File: src/rtl/debug_tube_scanner.sv
`default_nettype none
// +----------------------------------------------------------------------------+
// | debug_tube_scanner : selects a debug word, snapshots it once per frame,   |
// |                      and multiplexes its hex digits onto a 7-seg tube.    |
// | Revision: 1.0                                                              |
// +----------------------------------------------------------------------------+
module debug_tube_scanner #(
  parameter int DIGITS         = 4,
  parameter int CHANNELS       = 8,
  parameter int SCAN_DIV       = 1024,
  parameter int AUTO_DIV       = 64,
  parameter int SEG_ACTIVE_LOW = 1,
  parameter int SEL_W          = $clog2(CHANNELS)
) (
  input  logic                           clk,
  input  logic                           rst,
  input  logic [CHANNELS*DIGITS*4-1:0]   chanData,
  input  logic [SEL_W-1:0]               sel,
  input  logic                           autoMode,
  input  logic                           freeze,
  input  logic [DIGITS-1:0]              dots,
  output logic [DIGITS-1:0]              tubeDig,
  output logic [7:0]                     tubeSeg,
  output logic [$clog2(CHANNELS)-1:0]    curChan
);

  localparam int CH_W   = $clog2(CHANNELS);
  localparam int PS_W   = $clog2(SCAN_DIV);
  localparam int DIG_W  = (DIGITS > 1) ? $clog2(DIGITS) : 1;
  localparam int DW_W   = (AUTO_DIV > 1) ? $clog2(AUTO_DIV) : 1;
  localparam int WORD_W = DIGITS * 4;

  localparam logic [PS_W-1:0]   PS_MAX   = PS_W'(SCAN_DIV - 1);
  localparam logic [DIG_W-1:0]  DIG_MAX  = DIG_W'(DIGITS - 1);
  localparam logic [DW_W-1:0]   DW_MAX   = DW_W'(AUTO_DIV - 1);
  localparam logic [CH_W-1:0]   CH_MAX   = CH_W'(CHANNELS - 1);
  localparam logic [7:0]        SEG_OFF  = (SEG_ACTIVE_LOW != 0) ? 8'hFF : 8'h00;
  localparam logic [DIGITS-1:0] DIG_OFF  = (SEG_ACTIVE_LOW != 0) ? '1 : '0;

  logic [PS_W-1:0]   prescaler_q, prescaler_d;
  logic [DIG_W-1:0]  digIdx_q, digIdx_d;
  logic [DW_W-1:0]   dwell_q, dwell_d;
  logic [CH_W-1:0]   curChan_q, curChan_d;
  logic [WORD_W-1:0] snap_q, snap_d;
  logic              lastAuto_q, lastAuto_d;
  logic [DIGITS-1:0] tubeDig_q, tubeDig_d;
  logic [7:0]        tubeSeg_q, tubeSeg_d;

  logic tick;
  logic frameEnd;

  assign tick     = (prescaler_q == PS_MAX);
  assign frameEnd = tick && (digIdx_q == DIG_MAX);

  // Active-low segment pattern {g,f,e,d,c,b,a} for one hex nibble.
  function automatic logic [6:0] hex7(input logic [3:0] v);
    case (v)
      4'h0: hex7 = 7'h40;  4'h1: hex7 = 7'h79;  4'h2: hex7 = 7'h24;  4'h3: hex7 = 7'h30;
      4'h4: hex7 = 7'h19;  4'h5: hex7 = 7'h12;  4'h6: hex7 = 7'h02;  4'h7: hex7 = 7'h78;
      4'h8: hex7 = 7'h00;  4'h9: hex7 = 7'h10;  4'hA: hex7 = 7'h08;  4'hB: hex7 = 7'h03;
      4'hC: hex7 = 7'h46;  4'hD: hex7 = 7'h21;  4'hE: hex7 = 7'h06;  default: hex7 = 7'h0E;
    endcase
  endfunction

  always_comb begin
    prescaler_d = tick ? '0 : prescaler_q + 1'b1;
    digIdx_d    = digIdx_q;
    dwell_d     = dwell_q;
    curChan_d   = curChan_q;
    snap_d      = snap_q;
    lastAuto_d  = lastAuto_q;

    if (tick) begin
      digIdx_d = (digIdx_q == DIG_MAX) ? '0 : digIdx_q + 1'b1;
    end

    if (frameEnd && !freeze) begin
      lastAuto_d = autoMode;
      if (autoMode) begin
        // Entering auto mode restarts the dwell count from the current channel.
        if (!lastAuto_q) begin
          dwell_d = '0;
        end else if (dwell_q == DW_MAX) begin
          dwell_d   = '0;
          curChan_d = (curChan_q == CH_MAX) ? '0 : curChan_q + 1'b1;
        end else begin
          dwell_d = dwell_q + 1'b1;
        end
      end else if (int'(sel) < CHANNELS) begin
        curChan_d = CH_W'(sel);
      end
      snap_d = chanData[int'(curChan_d) * WORD_W +: WORD_W];
    end
  end

  always_comb begin
    logic [7:0]        segLow;
    logic [DIGITS-1:0] digLow;
    segLow    = {~dots[digIdx_q], hex7(snap_q[int'(digIdx_q) * 4 +: 4])};
    digLow    = ~(DIGITS'(1) << digIdx_q);
    tubeSeg_d = (SEG_ACTIVE_LOW != 0) ? segLow : ~segLow;
    tubeDig_d = (SEG_ACTIVE_LOW != 0) ? digLow : ~digLow;
  end

  always_ff @(posedge clk or negedge rst) begin
    if (!rst) begin
      prescaler_q <= '0;
      digIdx_q    <= '0;
      dwell_q     <= '0;
      curChan_q   <= '0;
      snap_q      <= '0;
      lastAuto_q  <= 1'b0;
      tubeDig_q   <= DIG_OFF;
      tubeSeg_q   <= SEG_OFF;
    end else begin
      prescaler_q <= prescaler_d;
      digIdx_q    <= digIdx_d;
      dwell_q     <= dwell_d;
      curChan_q   <= curChan_d;
      snap_q      <= snap_d;
      lastAuto_q  <= lastAuto_d;
      tubeDig_q   <= tubeDig_d;
      tubeSeg_q   <= tubeSeg_d;
    end
  end

  assign tubeDig = tubeDig_q;
  assign tubeSeg = tubeSeg_q;
  assign curChan = curChan_q;

endmodule
`default_nettype wire
File: config.mk
export PLATFORM = sky130hd
export DESIGN_NAME = debug_tube_scanner
export DESIGN_NICKNAME = d
export VERILOG_FILES = /design/src/rtl/debug_tube_scanner.sv
export SDC_FILE = /design/constraint.sdc
export NUM_CORES = 1
export LEC_CHECK = 0
export BUFFER_PORTS_ARGS = -buffer_cell sky130_fd_sc_hd__buf_2
export CAP_MARGIN = 20
export CORE_MARGIN = 5
export CORE_UTILIZATION = 45
export CTS_BUF_LIST = sky130_fd_sc_hd__clkbuf_8
export CTS_CLUSTER_SIZE = 30
export DETAILED_ROUTE_END_ITERATION = 8
export GPL_TIMING_DRIVEN = 0
export PLACE_DENSITY_LB_ADDON = 0.25
export RECOVER_POWER = 100
export SKIP_LAST_GASP = 1
export SYNTH_ARGS = -nofsm -noshare
export SYNTH_HDL_FRONTEND = slang
export SYNTH_SLANG_ARGS = --single-unit
File: constraint.sdc
create_clock -name clk -period 2.6 [get_ports clk]
set_input_delay 0.65 -clock clk [delete_from_list [all_inputs] [get_ports clk]]
set_output_delay 0.65 -clock clk [all_outputs]
set_load 0.05 [all_outputs]
# After elaboration in Yosys (flattened, before gate mapping)
# Memories as Yosys holds them, arrays and structs flattened. A register that Yosys moved wholly into a read port is not among the register bits.
# Index checks and enable logic that the tools add are counted.
# classes
n_addsub,4
n_mux,11
n_eq_ne,4
n_shift,3
reduce_logical,5
n_lt_le_gt_ge,1
bitwise_logic,2
# ops
cell,count
128-bit by 8-bit variable part select with 16-bit output,1
16-bit by 5-bit variable part select with 4-bit output,1
3-bit two-way mux,5
6-bit two-way mux,2
"10-bit by 1-bit adder with 10-bit output, second input constant",1
"10-bit == test, second input constant",1
10-bit two-way mux,1
"6-bit by 1-bit adder with 6-bit output, second input constant",1
"6-bit == test, second input constant",1
4-bit inverter,1
"1-bit by 2-bit << shifter with 4-bit output, first input constant",1
"3-bit by 1-bit adder with 3-bit output, second input constant",1
"3-bit == test, second input constant",1
"2-bit by 3-bit less-than comparator with 1-bit output, second input constant",1
"2-bit by 1-bit adder with 2-bit output, second input constant",1
1-bit binary-select mux with 2-bit select,1
"2-bit == test, second input constant",1
1-bit logical AND,2
1-bit logical NOT,2
2-bit two-way mux,1
2-bit AND reduction,1
1-bit two-way mux,1
1-bit inverter,1
# word_totals
ff_bits,50
out_inout_bits,15
wordCells,39
rom_bits,112
input_bits,139
mem_count,1
# mem_list
name,depth,word_bits,rd,rd_clocked_by_memory_dff,wr,line,source
(no name shown),16,7,1,1,0,57,case (v)

# Longest topological paths before layout
# logic_depth
depth_word,7
depth_mapped,9
mapped_depth_nobuf,7

# Worst setup path after synthesis
# Ideal clock, no wire load.
# synth_path
path_kind,reg-to-reg
startpoint,reg curChan_q[0] (netlist: curChan[0])
endpoint,reg snap_q[12]
setup_ps,124
arrival_ps,2296
path_stages_with_launch,9
n_path_buf,1
path_slack_ps,180
required_ps,2476
period_less_slack_ps,2420
cell_sequence,dfrtp_1 > ha_1 > ha_1 > nor4_1 > nor4b_2 > nand2_2 > buf_2 > o21ai_0 > a211o_1
# synth_between
elab_chain_cells,7
word_cells_on_any_way,8
cone_classes,1 x add/sub; 1 x eq/ne; 1 x shift; 5 x mux
# synth_rtl
item,line,source
start: declaration,43,"logic [CH_W-1:0] curChan_q, curChan_d;"
start signal: assignment,119,curChan_q <= curChan_d;
3-bit by 1-bit adder with 3-bit output or 3-bit == test (tied branches),85,curChan_d = (curChan_q == CH_MAX) ? '0 : curChan_q + 1'b1;
3-bit two-way mux,85,
3-bit two-way mux,83,end else if (dwell_q == DW_MAX) begin
3-bit two-way mux *,81,if (!lastAuto_q) begin
3-bit two-way mux *,79,if (autoMode) begin
3-bit two-way mux *,77,if (frameEnd && !freeze) begin
128-bit by 8-bit variable part select with 16-bit output *,92,snap_d = chanData[int'(curChan_d) * WORD_W +: WORD_W];
end signal: assignment,120,snap_q <= snap_d;
end: declaration,44,"logic [WORD_W-1:0] snap_q, snap_d;"
# Mark *: on every way between the ends. The rest lies on a longest branch, timed or not. The select of a mux whose other input is x is not followed.
# A chain may end at the register's enable or synchronous reset.

# Final worst setup path
# layout_path
startpoint,reg dwell_q[0]
endpoint,reg snap_q[3]
# layout_between
elab_chain_cells,6
# layout_rtl
item,line,source
start: declaration,42,"logic [DW_W-1:0] dwell_q, dwell_d;"
start signal: assignment,118,dwell_q <= dwell_d;
6-bit == test,83,
3-bit two-way mux,83,
3-bit two-way mux,81,
3-bit two-way mux,79,
3-bit two-way mux,77,
128-bit by 8-bit variable part select with 16-bit output,92,
# Every way passes these cells. The select of a mux whose other input is x is not followed.

==> run metrics <==
routed wire length approximately 9600 um; Tcrit/Tclk final 95.4%; CP Launch Type flip-flop; Non-Filler Instances around 620; synth top area cells dfrtp_1 26%, mux2i_1 21%, dfstp_2 8.8%; status complete, no violations; Die X roughly 99 um; worst slew pin tran between 0.8 and 0.9 ns; most common cell in the netlist mux2i_1; met2 Usage GRT a little over a third; Main synth FF type dfrtp_1; TritonCTS clock tree yes; post-CTS setup buffer count 0; Syn Inst Count ~350; average size of a mapped cell between 10 and 15 sq um; Setup Skew approximately 0.0054 ns; Netlist cell types between 50 and 60; Async SR Flop Fraction 100%; full die area around 9900 sq um; Max FO, Critical Path 10; PwrDens 390 nW/um^2; Routed Antenna Nets 0; area share of the largest cell type after synthesis 26.5%; slowest CP cell dfrtp_1; Sink Count 50; storage element area roughly 1300 sq um; GR Layer Usage met3 under 10%; FF+latch count, synth 50; DP HPWL around 7900 um; Worst slew margin 43.8%; routed len/inst 15.6 um; GRT Util Overall 19.5%; Hold-fix buffers, CTS 0; CTS Root Cell clkbuf_8; sequential fraction of the synthesis area 35.2%; Synth top cells by count 74 x mux2i_1, 38 x dfrtp_1, 36 x nand2_1; busiest grt layer met2; Vias 3205; Worst Hold Class in2async; Warnings, synthesis 0; Setup-failing EPs final 0; required time worst endpoint 2.78 ns; leakage power 0.00252 uW; area of the multi-input gates 2180 sq um; drt drc 0; crit path cell chain ha_1 > and3_1 > a211o_1 > nand3_2 > buf_6 > buf_6 > mux2i_1 > mux2i_1 > a211o_1; H-tree levels 2; number of port buffers about 150; gp weighted congestion approximately 0.84; Synth area leader dfrtp_1; Final Hold Fails 0; Bufs and invs on worst path 2; EDFF count, synth 0; # diodes 0; Clk pin slew, worst setup/hold paths roughly 0.09 ns; Final Max Tran Viols 0; Setup Total Neg Slack 0 ns; area delta synth->final 27.6%; Clock Latency Late Sink around 0.29 ns; Max-Cap Viols 0; minimum clock period ~2.5 ns; Core ar. ~7800 sq um; number of nets in the layout 667; Hold WS ~0.41 ns; initial antenna violation count 0; CTS Buf Count 5; CP max stage delay 0.42 ns; Worst setup EP type flip-flop; Placed Cells approximately 600; mapped cell area roughly 3600 sq um; initial core utilization 46.2%; final global-route overflow total 0; Mapped Nets between 500 and 600; Crit Path Category reg2reg; Die Ht 99.3 um; initial drt markers 137; largest net degree at the start of global routing approximately 50; GR Util met1 about a quarter; number of global-route vias before repair 3371; First-pass DRT Iterations 4; Cell Rows 32; # fillers approximately 720; Vias/cell about 5.2; CP delay by family, top compound AO/OA/AOI/OAI gates; share of layout cells above drive strength 1 37.7%; CTS max path bufs 2; Peak VDD IR 0.204 mV; Ports 154; WP data arrival 2.66 ns; global-route wire length before repair roughly 16000 um; Max Clock Freq between 400 and 500 MHz
routing by layer:
layer	share of wire (%)	up-vias	wire [um]
met3	6.3	2	606
met2	52	112	4990
li1	-	1608	-
met4	0.50	0	48
met1	41	1483	3980
met5	0	-	0
flip-flops by register name, indices dropped and copies added (netlist names):
signal,flops
prescaler_q,10
curChan,3
snap_q,16
dwell_q,6
tubeSeg,8
digIdx_q,2
lastAuto_q,1
tubeDig,4
worst register-to-register path, stage by stage (launching register included):
cell and delay [ns]:
dfrtp_1 0.42, ha_1 0.25, and3_1 0.23, a211o_1 0.29, nand3_2 0.09, buf_6 0.18, buf_6 0.19, mux2i_1 0.25
mux2i_1 0.15, a211o_1 0.31
cell type report:
type / count / area share (%)
multi-input combinational: 273 / 47.6
sequential: 50 / 27.6
timing repair buffer: 153 / 16.3
tap: 102 / 2.78
buffer: 19 / 2.70
clock buffer: 6 / 1.80
inverter: 12 / 0.983
clock inverter: 2 / 0.246
where the power goes:
group	switching, uW	internal [uW]	leakage, uW	total, uW
sequential	22.4	830	0.000622	852
combinational	257	219	0.00185	476
clock	246	215	0.0000515	461
layout by cell type (no fill, tap or decap), drive strengths merged, types with 2 or more instances in the layout:
cell type	Yosys	routed
buf	14	148
mux2i	74	74
dfrtp	38	38
nand2	37	37
clkbuf	5	30
nor2	27	27
o21ai	27	27
ha	14	14
inv	12	13
a211o	12	12
dfstp	12	12
nand3	10	10
mux2	6	6
mux4	5	5
nor2b	5	5
xnor2	4	4
a2bb2oi	4	4
o221ai	4	4
and3	3	3
xor2	3	3
nor4	3	3
nor3	3	3
o21a	2	2
a31oi	2	2
a22o	2	2
nand4	2	2
a21o	2	2
or2	2	2
o31ai	2	2
nand3b	2	2
a211oi	2	2
and4	2	2
final timing paths:
check	cells past startpoint	slack (ns)	startpoint	endpoint
max in group asynchronous	2	0.89	rst	snap_q[3]$_DFFE_PN0P_
min in group clk	1	0.50	prescaler_q[6]$_DFF_PN0_	prescaler_q[6]$_DFF_PN0_
setup / recovery	9	0.12	dwell_q[0]$_DFFE_PN0P_	snap_q[3]$_DFFE_PN0P_
hold / removal	1	0.41	rst	prescaler_q[3]$_DFF_PN0_
hold reg to reg	1	0.50	prescaler_q[6]$_DFF_PN0_	prescaler_q[6]$_DFF_PN0_
setup reg to reg	9	0.12	dwell_q[0]$_DFFE_PN0P_	snap_q[3]$_DFFE_PN0P_
cells by family after synthesis:
logic type                 synth area share [%]
and+or+nand+nor                            15.2
muxes                                      25.6
AOI/OAI and AO/OA                          12.7
DFF                                        35.2
buffers and inverters                      4.70
adders and majority gates                  4.88
xor gates and xnor gates                   1.71
metrics by stage:
stage / power (uW) / instance area [sq um] / worst slack, ns / utilization (%)
2_1_floorplan: 1160 / 3590 / 0.180 / -
3_3_place_gp: 1340 / 4480 / 0.0846 / 57.7
3_5_place_dp: 1350 / 4480 / 0.0653 / 57.7
4_1_cts: 1810 / 4570 / 0.0329 / 58.9
5_1_grt: 1890 / 4580 / -0.00109 / 59.0
6_report: 1790 / 4580 / 0.120 / 59.0
repair_timing:
item	CTS	global route
gates resized for setup	0	5
endpoints found under the setup margin	0	12
hold endpoints to repair	0	0
Note: power is estimated with default switching activity, not from simulation.
